**src/rtl/display_scan_controller.sv**
```systemverilog
// display_scan_controller: time-multiplexed scan of DIGITS common-anode
// 7-segment digits through one shared BCD decoder, with a blanking gap
// between digits and frame-aligned updates of the displayed value.
module display_scan_controller #(
  parameter int unsigned DIGITS = 4,
  parameter int unsigned DIV    = 50000,
  parameter int unsigned BLANK  = 8
) (
  input  logic                  clk,
  input  logic                  reset,
  input  logic                  enable,
  input  logic                  load,
  input  logic [4*DIGITS-1:0]   value_in,
  output logic [3:0]            dec_out,
  output logic [DIGITS-1:0]     dig_sel,
  output logic                  blank,
  output logic                  frame
);

  localparam int unsigned VAL_W   = 4 * DIGITS;
  localparam int unsigned IDX_W   = (DIGITS > 1) ? $clog2(DIGITS) : 1;
  localparam int unsigned CNT_MAX = (DIV > BLANK) ? DIV : BLANK;
  localparam int unsigned CNT_W   = (CNT_MAX > 1) ? $clog2(CNT_MAX) : 1;

  typedef enum logic [1:0] {
    IDLE = 2'd0,
    SHOW = 2'd1,
    GAP  = 2'd2
  } state_e;

  state_e             state_q, state_d;
  logic [IDX_W-1:0]   idx_q, idx_d;
  logic [CNT_W-1:0]   cnt_q, cnt_d;
  logic [VAL_W-1:0]   shadow_q, shadow_d;
  logic [VAL_W-1:0]   active_q, active_d;
  logic               pending_q, pending_d;
  logic [3:0]         dec_out_q, dec_out_d;
  logic [DIGITS-1:0]  dig_sel_q, dig_sel_d;
  logic               blank_q, blank_d;
  logic               frame_q, frame_d;
  logic               commit;

  // State, datapath and output registers.
  always_ff @(posedge clk or posedge reset) begin
    if (reset) begin
      state_q   <= IDLE;
      idx_q     <= '0;
      cnt_q     <= '0;
      shadow_q  <= '0;
      active_q  <= '0;
      pending_q <= 1'b0;
      dec_out_q <= '0;
      dig_sel_q <= '1;
      blank_q   <= 1'b1;
      frame_q   <= 1'b0;
    end else begin
      state_q   <= state_d;
      idx_q     <= idx_d;
      cnt_q     <= cnt_d;
      shadow_q  <= shadow_d;
      active_q  <= active_d;
      pending_q <= pending_d;
      dec_out_q <= dec_out_d;
      dig_sel_q <= dig_sel_d;
      blank_q   <= blank_d;
      frame_q   <= frame_d;
    end
  end

  // Scan sequencing, frame-boundary commit and next-cycle outputs.
  always_comb begin
    state_d   = state_q;
    idx_d     = idx_q;
    cnt_d     = cnt_q;
    shadow_d  = load ? value_in : shadow_q;
    pending_d = pending_q | load;
    active_d  = active_q;
    commit    = 1'b0;
    frame_d   = 1'b0;
    dig_sel_d = '1;
    blank_d   = 1'b1;
    dec_out_d = '0;

    if (!enable) begin
      state_d = IDLE;
      idx_d   = '0;
      cnt_d   = '0;
    end else begin
      unique case (state_q)
        IDLE: begin
          state_d = SHOW;
          idx_d   = '0;
          cnt_d   = '0;
          commit  = 1'b1;
        end
        SHOW: begin
          if (cnt_q == CNT_W'(DIV - 1)) begin
            state_d = GAP;
            cnt_d   = '0;
          end else begin
            cnt_d = cnt_q + CNT_W'(1);
          end
        end
        GAP: begin
          if (cnt_q == CNT_W'(BLANK - 1)) begin
            state_d = SHOW;
            cnt_d   = '0;
            if (idx_q == IDX_W'(DIGITS - 1)) begin
              idx_d   = '0;
              commit  = 1'b1;
              frame_d = 1'b1;
            end else begin
              idx_d = idx_q + IDX_W'(1);
            end
          end else begin
            cnt_d = cnt_q + CNT_W'(1);
          end
        end
        default: begin
          state_d = IDLE;
          idx_d   = '0;
          cnt_d   = '0;
        end
      endcase
    end

    // Commit sees the pre-edge shadow; a coincident load stays pending.
    if (commit) begin
      if (pending_q) begin
        active_d = shadow_q;
      end
      pending_d = load;
    end

    if (state_d == SHOW) begin
      dig_sel_d[idx_d] = 1'b0;
      blank_d          = 1'b0;
    end
    if (state_d != IDLE) begin
      dec_out_d = active_d[{idx_d, 2'b00} +: 4];
    end
  end

  assign dec_out = dec_out_q;
  assign dig_sel = dig_sel_q;
  assign blank   = blank_q;
  assign frame   = frame_q;

endmodule

```
**config.mk**
```make
export PLATFORM = sky130hd
export DESIGN_NAME = display_scan_controller
export DESIGN_NICKNAME = d
export VERILOG_FILES = /design/src/rtl/display_scan_controller.sv
export SDC_FILE = /design/constraint.sdc
export NUM_CORES = 1
export LEC_CHECK = 0
export ABC_AREA = 1
export CORE_MARGIN = 1.5
export CORE_UTILIZATION = 55
export CTS_BUF_LIST = sky130_fd_sc_hd__clkbuf_4 sky130_fd_sc_hd__clkbuf_8 sky130_fd_sc_hd__clkbuf_16
export CTS_CLUSTER_DIAMETER = 100
export DETAILED_ROUTE_END_ITERATION = 8
export GPL_TIMING_DRIVEN = 0
export PLACE_DENSITY = 0.86
export RECOVER_POWER = 25
export SYNTH_ARGS = -nofsm -noshare
export SYNTH_HDL_FRONTEND = slang
export SYNTH_SLANG_ARGS = --single-unit
```
**constraint.sdc**
```tcl
create_clock -name clk -period 3.4 [get_ports clk]
set_input_delay 0.68 -clock clk [delete_from_list [all_inputs] [get_ports clk]]
set_output_delay 0.68 -clock clk [all_outputs]
set_load 0.01 [all_outputs]
```
==> flow_summary.ini <==
[status]
outcome = finished, final reports clean

[timing]
setup_viol = 0
worstMarginPinSlew_ns = 0.962
hold_violations = 0
fin_crit_ns = 2.40
finalSetupTns_ns = 0
clock_skew_ns = 0.0109
rsz0062_at_grt = false
fin_ws_ns = 1.00
drv_slew = 0
fmax_mhz = 417
timing.hold.ws_ns = 0.467
post-route-period-util = 0.705
slew_headroom = 0.358

[final_layout]
regArea_um2 = 1580
stdcell_area_um2 = 3760
final_net_count = 448
diodes = 0
syn_to_final_growth_pct = 18.9
fin_util = 0.679
num-fill-cells = 446
drive_gt1_frac = 0.136
multiInputGateArea_um2 = 1360

[critical_path]
startpoint_type = primary input
critPathArrivalTime_ns = 2.73
critPathMaxFanout = 40
worst-setup-path-type = primary input to async pin
end_kind = async pin
worst_ep_required_time_ns = 3.73

[clocking]
cts_max_level = 3
root_buffer = clkbuf_8
cts_tree = built
clk_latency_ns = 0.34
clock_sinks = 63
numCtsBuffers = 9
postCtsResizedCells = 0
cts_setup_buffers = 0
path_clk_slew_ns = 0.07
cts_hold_buf = 0
cts_max_path_buffers = 2

[routing]
postRouteAntennaNets = 0
drtIter0Drc = 102
finalWirelength_um = 6520
drc = 0
routed_via_density = 5.20
vias = 2596
wl_per_cell_um = 13.1
drt_pass1_iterations = 4

[synth]
netlist_area_um2 = 3170
syn_avg_cell_area_um2 = 8.31
synth_top_flop_cell = dfrtp_1
ys_types = 32
yosys-top-cells-area = dfrtp_1, nand2_1, nand3_1
ys_warn_count = 0
synthTopCellsByCount = nand2_1, dfrtp_1, nand3_1, inv_1, nor2_1
seq_area_frac_synth = 0.500
yosys.area.top_type = dfrtp_1
synth_cells = 381
synth_top_area_frac = 0.458
synth-edff-count = 0
synthesis.nets = 407
synth_seq_cells = 63
yosysMostFrequentCell = nand2_1
synth-async-reset-ratio = 1.00

[grt]
grt_overflow = 0
grt_busiest_layer = met2
grt_use_met1 = 0.289
antenna_found_initial = 0
grt_usage = 0.235
grt_max_degree = 41
use_met3 = 0.0517
grtUsageMet2 = 0.398
grt_first_pass_wirelength_um = 11400
grt_pass1_vias = 2592

[die]
ios = 30
rows = 27
die-area_um2 = 6220
initial_core_util = 0.571
die_x_um = 78.9
die_h_um = 78.9
core_um2 = 5540

[placement]
post-place-ws_ns = 0.913
hpwl_um = 4630
portBuffers = 29
gp_congestion = 0.848
place_area_um2 = 3570

[power_and_ir_drop]
ir_drop_v = 0.000257
p_leak_nw = 1.84
p_per_area_nw_per_um2 = 465

[flow_run]
cap_violations = 0

[min_path]
hp-class = flop to flop
[registers in the layout, indices dropped and copies added (netlist names)]
| register | flops |
|---|---|
| idx_q | 2 |
| active_q | 16 |
| shadow_q | 16 |
| pending_q | 1 |
| frame | 1 |
| cnt_q | 16 |
| dec_out | 4 |
| blank | 1 |
| dig_sel | 4 |
| state_q | 2 |
[worst max-delay path: stages]
cell and delay (ns):
dlygate4sd3_1 0.53, inv_1 0.63, clkbuf_2 0.87
[area by class of cell]
cell class / instances / share of cell area
Tap cell: 72 / 0.0239
Clock inverter: 3 / 0.0106
Inverter: 42 / 0.0419
Timing Repair Buffer: 30 / 0.0785
Buffer: 11 / 0.0170
Multi-Input combinational cell: 265 / 0.362
Sequential cell: 63 / 0.421
Clock buffer: 13 / 0.0459
[per-stage QoR]
step           std cells  power, W
6_report             499   0.00175
5_1_grt              499   0.00183
4_1_cts              499   0.00176
3_3_place_gp         482   0.00106
3_5_place_dp         483   0.00108
2_1_floorplan        381  0.000991
[power breakdown]
part | switching [W] | internal [W] | total [W] | leakage, nW
Sequential | 0.0000293 | 0.000811 | 0.000840 | 0.807
Combinational | 0.000135 | 0.0000883 | 0.000224 | 0.922
Clock | 0.000281 | 0.000404 | 0.000686 | 0.113
Total | 0.000446 | 0.00130 | 0.00175 | 1.84
[cell families (layout without fill, tap and decap cells)]
logic type,after synthesis,count (layout),synth area share
and+or+nand+nor,210,210,0.315
adders and majority gates,6,6,0.0237
buffers and inverters,53,99,0.0700
xor gates and xnor gates,6,6,0.0166
AOI/OAI and AO/OA,43,43,0.0743
DFF,63,63,0.500
[final timing paths]
kind	start	end	slack, ns	depth (start not counted)
max	reset	cnt_q[0]	1.00	3
min	cnt_q[0]	cnt_q[0]	0.47	1
max reg2reg	cnt_q[0]	dec_out[0]	1.40	14
min reg2reg	cnt_q[0]	cnt_q[0]	0.47	1
max in group clk	enable	dec_out[3]	1.22	9
min in group asynchronous	reset	shadow_q[12]	0.96	2
[layer usage]
layer | vias up | wire [um] | part of all wire
li1 | 1295 | - | -
met5 | - | 0 | 0
met3 | 16 | 262 | 0.040
met4 | 0 | 124 | 0.019
met2 | 66 | 3240 | 0.50
met1 | 1219 | 2890 | 0.44
[cell usage in the layout (no fill, tap or decap), drive strengths merged]
cell,netlist,layout
a21oi,5,5
a31o,1,1
and3,1,1
buf,4,4
bufinv,0,1
clkbuf,7,21
clkdlybuf4s50,0,28
clkinv,1,3
dfrtp,58,58
dfstp,5,5
dlygate4sd3,0,1
ha,6,6
inv,41,41
nand2,111,111
nand3,44,44
nand4,6,6
nor2,40,40
nor3,4,4
nor3b,3,3
o211a,1,1
o21a,1,1
o21ai,33,33
o21bai,2,2
or2,1,1
xnor2,1,1
xor2,5,5
No activity file was read; power rests on OpenSTA's default activity.
